File: config.mk
export PLATFORM = sky130hd
export DESIGN_NAME = fc_stream_layer
export DESIGN_NICKNAME = d
export VERILOG_FILES = /design/src/rtl/cnn_pkg.sv /design/src/rtl/fc_mac_lane.sv /design/src/rtl/fc_stream_layer.sv
export SDC_FILE = /design/constraint.sdc
export NUM_CORES = 2
export LEC_CHECK = 0
export CAP_MARGIN = 20
export CORE_ASPECT_RATIO = 0.75
export CORE_MARGIN = 2
export CORE_UTILIZATION = 55
export DETAILED_ROUTE_END_ITERATION = 10
export GPL_TIMING_DRIVEN = 0
export PLACE_DENSITY = 0.77
export SLEW_MARGIN = 20
export SYNTH_ARGS = -nofsm -noshare
export SYNTH_HDL_FRONTEND = slang
export SYNTH_SLANG_ARGS = --single-unit
export TNS_END_PERCENT = 100
File: constraint.sdc
create_clock -name clk -period 7.5 [get_ports clk]
set_clock_uncertainty 0.15 [all_clocks]
set_input_delay 0.75 -clock clk [delete_from_list [all_inputs] [get_ports clk]]
set_output_delay 0.75 -clock clk [all_outputs]
set_load 0.01 [all_outputs]
File: src/rtl/cnn_pkg.sv
// Shared fixed-point types, FSM encoding and the saturating narrow
// used by the streaming CNN layers.
package cnn_pkg;

  localparam int DATA_W    = 16;
  localparam int FRAC_BITS = 8;

  typedef logic signed [DATA_W-1:0] sample_t;

  typedef enum logic [1:0] {
    ACCUM,
    SCALE,
    OUT
  } fc_state_e;

  localparam longint S_MAX = (64'sd1 <<< (DATA_W-1)) - 64'sd1;
  localparam longint S_MIN = -(64'sd1 <<< (DATA_W-1));

  function automatic sample_t sat_q(input logic signed [63:0] acc);
    if (acc > S_MAX) return sample_t'(S_MAX);
    if (acc < S_MIN) return sample_t'(S_MIN);
    return acc[DATA_W-1:0];
  endfunction

endpackage

File: src/rtl/fc_mac_lane.sv
// One output neuron: accumulates x*w over a frame and exposes the
// bias-added, rescaled, saturated (optionally rectified) result.
module fc_mac_lane
  import cnn_pkg::*;
#(
  parameter int ACC_W = 40,
  parameter int RELU  = 1
) (
  input  logic    clk,
  input  logic    reset,
  input  logic    clr,
  input  logic    en,
  input  sample_t x,
  input  sample_t w,
  input  sample_t bias,
  output sample_t res
);

  localparam int PW = 2 * DATA_W;

  logic signed [ACC_W-1:0] r_acc;
  logic signed [PW-1:0]    w_prod;
  logic signed [ACC_W-1:0] w_prod_ext;
  logic signed [ACC_W-1:0] w_bias_ext;
  logic signed [ACC_W-1:0] w_sum;
  logic signed [ACC_W-1:0] w_shift;
  logic signed [63:0]      w_wide;
  sample_t                 w_sat;

  assign w_prod     = PW'(x) * PW'(w);
  assign w_prod_ext = {{(ACC_W-PW){w_prod[PW-1]}}, w_prod};
  assign w_bias_ext = {{(ACC_W-DATA_W){bias[DATA_W-1]}}, bias};

  // Arithmetic right shift floors toward -inf
  assign w_sum   = r_acc + (w_bias_ext <<< FRAC_BITS);
  assign w_shift = w_sum >>> FRAC_BITS;
  assign w_wide  = {{(64-ACC_W){w_shift[ACC_W-1]}}, w_shift};
  assign w_sat   = sat_q(w_wide);
  assign res     = (RELU != 0 && w_sat[DATA_W-1]) ? '0 : w_sat;

  always_ff @(posedge clk or posedge reset) begin
    if (reset) begin
      r_acc <= '0;
    end else if (clr) begin
      r_acc <= '0;
    end else if (en) begin
      r_acc <= r_acc + w_prod_ext;
    end
  end

endmodule

File: src/rtl/fc_stream_layer.sv
// Streaming fully-connected layer: one sample per handshake, N_OUT
// parallel MAC lanes, registered result vector with a valid pulse.
module fc_stream_layer
  import cnn_pkg::*;
#(
  parameter int N_IN  = 4,
  parameter int N_OUT = 2,
  parameter int ACC_W = 40,
  parameter int RELU  = 1
) (
  input  logic    clk,
  input  logic    reset,
  input  logic    clear,
  input  sample_t in_data,
  input  logic    in_valid,
  output logic    in_ready,
  input  sample_t weights [0:N_OUT*N_IN-1],
  input  sample_t bias    [0:N_OUT-1],
  output sample_t fc_out  [0:N_OUT-1],
  output logic    out_valid,
  output logic    busy
);

  localparam int CNT_W = (N_IN > 1) ? $clog2(N_IN) : 1;
  localparam logic [CNT_W-1:0] LAST = CNT_W'(N_IN - 1);

  fc_state_e        r_state;
  logic [CNT_W-1:0] r_cnt;
  logic             r_ov;
  sample_t          r_fc  [0:N_OUT-1];
  sample_t          w_res [0:N_OUT-1];
  logic             w_xfer;
  logic             w_clr;

  assign in_ready  = (r_state == ACCUM);
  assign w_xfer    = in_valid && in_ready && !clear;
  assign w_clr     = clear || (r_state == OUT);
  assign busy      = (r_cnt != '0) || (r_state != ACCUM);
  assign out_valid = r_ov;

  for (genvar o = 0; o < N_OUT; o++) begin : g_lane
    sample_t w_row [0:N_IN-1];

    for (genvar i = 0; i < N_IN; i++) begin : g_row
      assign w_row[i] = weights[o*N_IN+i];
    end

    fc_mac_lane #(
      .ACC_W(ACC_W),
      .RELU (RELU)
    ) u_lane (
      .clk  (clk),
      .reset(reset),
      .clr  (w_clr),
      .en   (w_xfer),
      .x    (in_data),
      .w    (w_row[r_cnt]),
      .bias (bias[o]),
      .res  (w_res[o])
    );

    assign fc_out[o] = r_fc[o];
  end

  // clear wins over everything, including a pending result
  always_ff @(posedge clk or posedge reset) begin
    if (reset) begin
      r_state <= ACCUM;
      r_cnt   <= '0;
      r_ov    <= 1'b0;
      for (int o = 0; o < N_OUT; o++) r_fc[o] <= '0;
    end else begin
      r_ov <= 1'b0;
      if (clear) begin
        r_state <= ACCUM;
        r_cnt   <= '0;
      end else begin
        unique case (r_state)
          ACCUM: begin
            if (w_xfer) begin
              if (r_cnt == LAST) begin
                r_cnt   <= '0;
                r_state <= SCALE;
              end else begin
                r_cnt <= r_cnt + 1'b1;
              end
            end
          end
          SCALE: begin
            for (int o = 0; o < N_OUT; o++) r_fc[o] <= w_res[o];
            r_ov    <= 1'b1;
            r_state <= OUT;
          end
          OUT: r_state <= ACCUM;
          default: r_state <= ACCUM;
        endcase
      end
    end
  end

endmodule

==> metrics <==
Initial Util 0.560; Slew Limit Fails 0; 1st-pass router iterations 7; final hold viol count 0; vias 28000; die area 62400 sq um; CP max stage delay 0.71 ns; fmax 125 MHz; Worst Max-Slew Pin Slew 1.26 ns; CTS tree yes; crit end category register; commonest cells in the synthesized netlist 838 x inv_1, 662 x fa_1, 388 x nand2_1; worst path arrival time 8.28 ns; WS Path Type input port to register; worst min path class register to register; Async SR Flop Fraction 1.00; delay-heaviest family, CP adder cells; top-area cell type share of the netlist area 0.399; die height 217 um; drt drc 0; # IOs 215; Setup crit end g_lane[1].u_lane.r_acc[34]$_DFFE_PP0P_; Horiz. Die Dim 288 um; P&R area growth vs syn 19.9%; row count 77; H-tree levels 4; R2R depth 25; Crit path depth 22; Seq/Total Area, Yosys 0.0867; final setup margin -0.531 ns; Port Buf Inserts 211; Clock Path Buffers 2; Buf+Inv Stages, Crit Path 6; TritonCTS Buffers 17; CP Launch Type input port; Post-synth EDFFs 0; HP Start g_lane[1].u_lane.r_acc[1]$_DFFE_PP0P_; Filler cells 4574; share of post-route cells with drive strength above 1 0.124; ranking of synthesized cells by area fa_1 40%, ha_1 11%, inv_1 9.5%, dfrtp_1 8.7%, and2_1 4.4%; first-pass GRT wire length 163000 um; Routed WL 105000 um; clk slew on worst S/H paths 0.06 ns; syn avg cell area 9.16 sq um; Nets 5128; Period minus WS final 8.03 ns; grt met2 use 0.483; Worst Hold Depth 1; hpwl dp 81300 um; Yosys cell types 72; cell mode on critical path fa_1; Yosys reg bits 115; Syn Inst Count 3626; vias in the first global route 28600; failing checks setup timing; wire length per cell 21.8 um; RSZ-0062 raised after global routing yes; most used flip-flop cell after synthesis dfrtp_1; Reg-to-Reg End g_lane[1].u_lane.r_acc[34]$_DFFE_PP0P_; most used routing layer met1; initial antenna violation count 5; placed insts 4629; FF-to-FF Start r_cnt[0]$_DFFE_PP0P_; fin crit share 1.07; final setup violation count 30; Slew HR 0.162; CTS hold repair buffers 0; Vias/cell 5.83; top-count cell post-synth inv_1; data required time of the worst path 7.74 ns; worst skew pair latency 0.50 ns; CTS sink cnt 115; total of max-cap violations 0; Tot GR Track Use 0.347; Ys Warns 0; met1 Track Usage GR 0.485; r2r setup slk -0.52 ns; largest net degree at the start of global routing 62; gr ovfl total 0; met3 Track Usage GR 0.145; Placer Congestion 0.994; outcome finished with violations; Final Util 0.671; hold_ws 0.370 ns; CORE AREA 59300 sq um; DRT iter0 DRCs 2951; CTS Root Cell clkbuf_16; Final Non-Filler Cells 4798; CP startpoint in_data[8]; Synth area leader fa_1; mapped cell area 33200 sq um; CP max FO 10; slowest cell on the critical path clkbuf_1; antenna violation net count after detailed routing 0; cells along the critical path clkdlybuf4s50_1, clkbuf_1, nand2_1, fa_1, inv_1, fa_1, fa_1, fa_1, fa_1, inv_2, fa_1, inv_2, ha_4, and4_4, a221o_1, or3_4, a311oi_4, nor3_4, buf_6, a21o_1, a211o_1, a32o_1
worst min-delay path by stage:
stage | to | slack (ns)
global placement | r_state[1]$_DFFE_PP0P_ | 0.34
detailed placement | g_lane[0].u_lane.r_acc[0]$_DFFE_PP0P_ | 0.35
CTS | g_lane[0].u_lane.r_acc[0]$_DFFE_PP0P_ | 0.37
finish | g_lane[1].u_lane.r_acc[1]$_DFFE_PP0P_ | 0.37
floorplan | g_lane[0].u_lane.r_acc[7]$_DFFE_PP0P_ | 0.31
global route | g_lane[0].u_lane.r_acc[0]$_DFFE_PP0P_ | 0.37
final cells by class:
class                   count  area [sq um]  share of cell area
multi-input cells        2541         27800               0.699
repair buffers            349          3400              0.0854
inverters                 838          3170              0.0797
flip-flops and latches    115          2880              0.0723
well taps                 790           988              0.0248
plain buffers             128           885              0.0222
clock buffers              18           429              0.0108
clock inverters            14           203             0.00509
repair inverters            2          10.0            0.000251
diodes                      3          7.51            0.000189
registers in the layout, summed over array words and instances, names as in the netlist:
name / cells
g_lane.u_lane.r_acc: 80
fc_out: 30
r_cnt: 2
r_state: 2
out_valid: 1
layer usage:
metal	vias up	routed length, um	share of wire
met5	-	52	0.00050
met4	6	3940	0.038
met3	274	15600	0.15
met2	1697	43300	0.41
met1	13900	41700	0.40
li1	12100	-	-
worst reg2reg max path: stages, from the launching register on:
cell and delay (ns):
dfrtp_1 0.39, clkbuf_16 0.24, buf_16 0.17, mux4_2 0.72, and2_4 0.26, fa_1 0.55
inv_2 0.04, fa_1 0.54, inv_2 0.05, fa_1 0.55, fa_1 0.49, fa_1 0.55
inv_2 0.05, fa_1 0.53, inv_2 0.06, ha_4 0.23, a21o_1 0.15, a21o_1 0.17
a221o_1 0.35, or3_4 0.45, a311oi_4 0.28, nor3_4 0.09, buf_6 0.14, a21o_1 0.17
a211o_1 0.32, a32o_1 0.24
what timing repair did:
action | 4_1_cts | 5_1_grt
setup endpoints to repair | 56 | 42
buffers inserted | 103 | 48
pin swaps | 79 | 114
cloned | 4 | 1
gates resized for setup | 298 | 180
stage by stage:
step                      cell area, sq um  setup TNS (ns)  worst slack, ns
final                                39800           -7.94           -0.531
after detailed placement             36400          -74.58            -2.44
after global placement               36300          -81.53            -2.86
after floorplan                      33200        -0.00827         -0.00827
after global routing                 39800          -12.28           -0.592
after CTS                            39100           -3.61           -0.359
cell usage in the layout, fill, tap and decap left out, drive strengths merged, types with 117 or more instances in the layout:
cell,n
inv,837
fa,662
nand2,388
ha,294
and2,235
clkdlybuf4s50,210
buf,162
o21ai,131
clkbuf,123
a21oi,117
cells by family (layout without fill, tap and decap cells):
kind of cell,Yosys count,count (layout),share of synthesized area
AOI/OAI and AO/OA,521,521,0.106
xor gates and xnor gates,120,120,0.0316
adders and majority gates,956,956,0.510
buffers and inverters,971,1349,0.111
DFF,115,115,0.0867
muxes,40,40,0.0235
other,1,5,0.000113
and+or+nand+nor,902,902,0.131
Power is left out: the tool's default activity adds up to more than one toggle a clock period on the data nets, which glitch-free logic cannot reach.
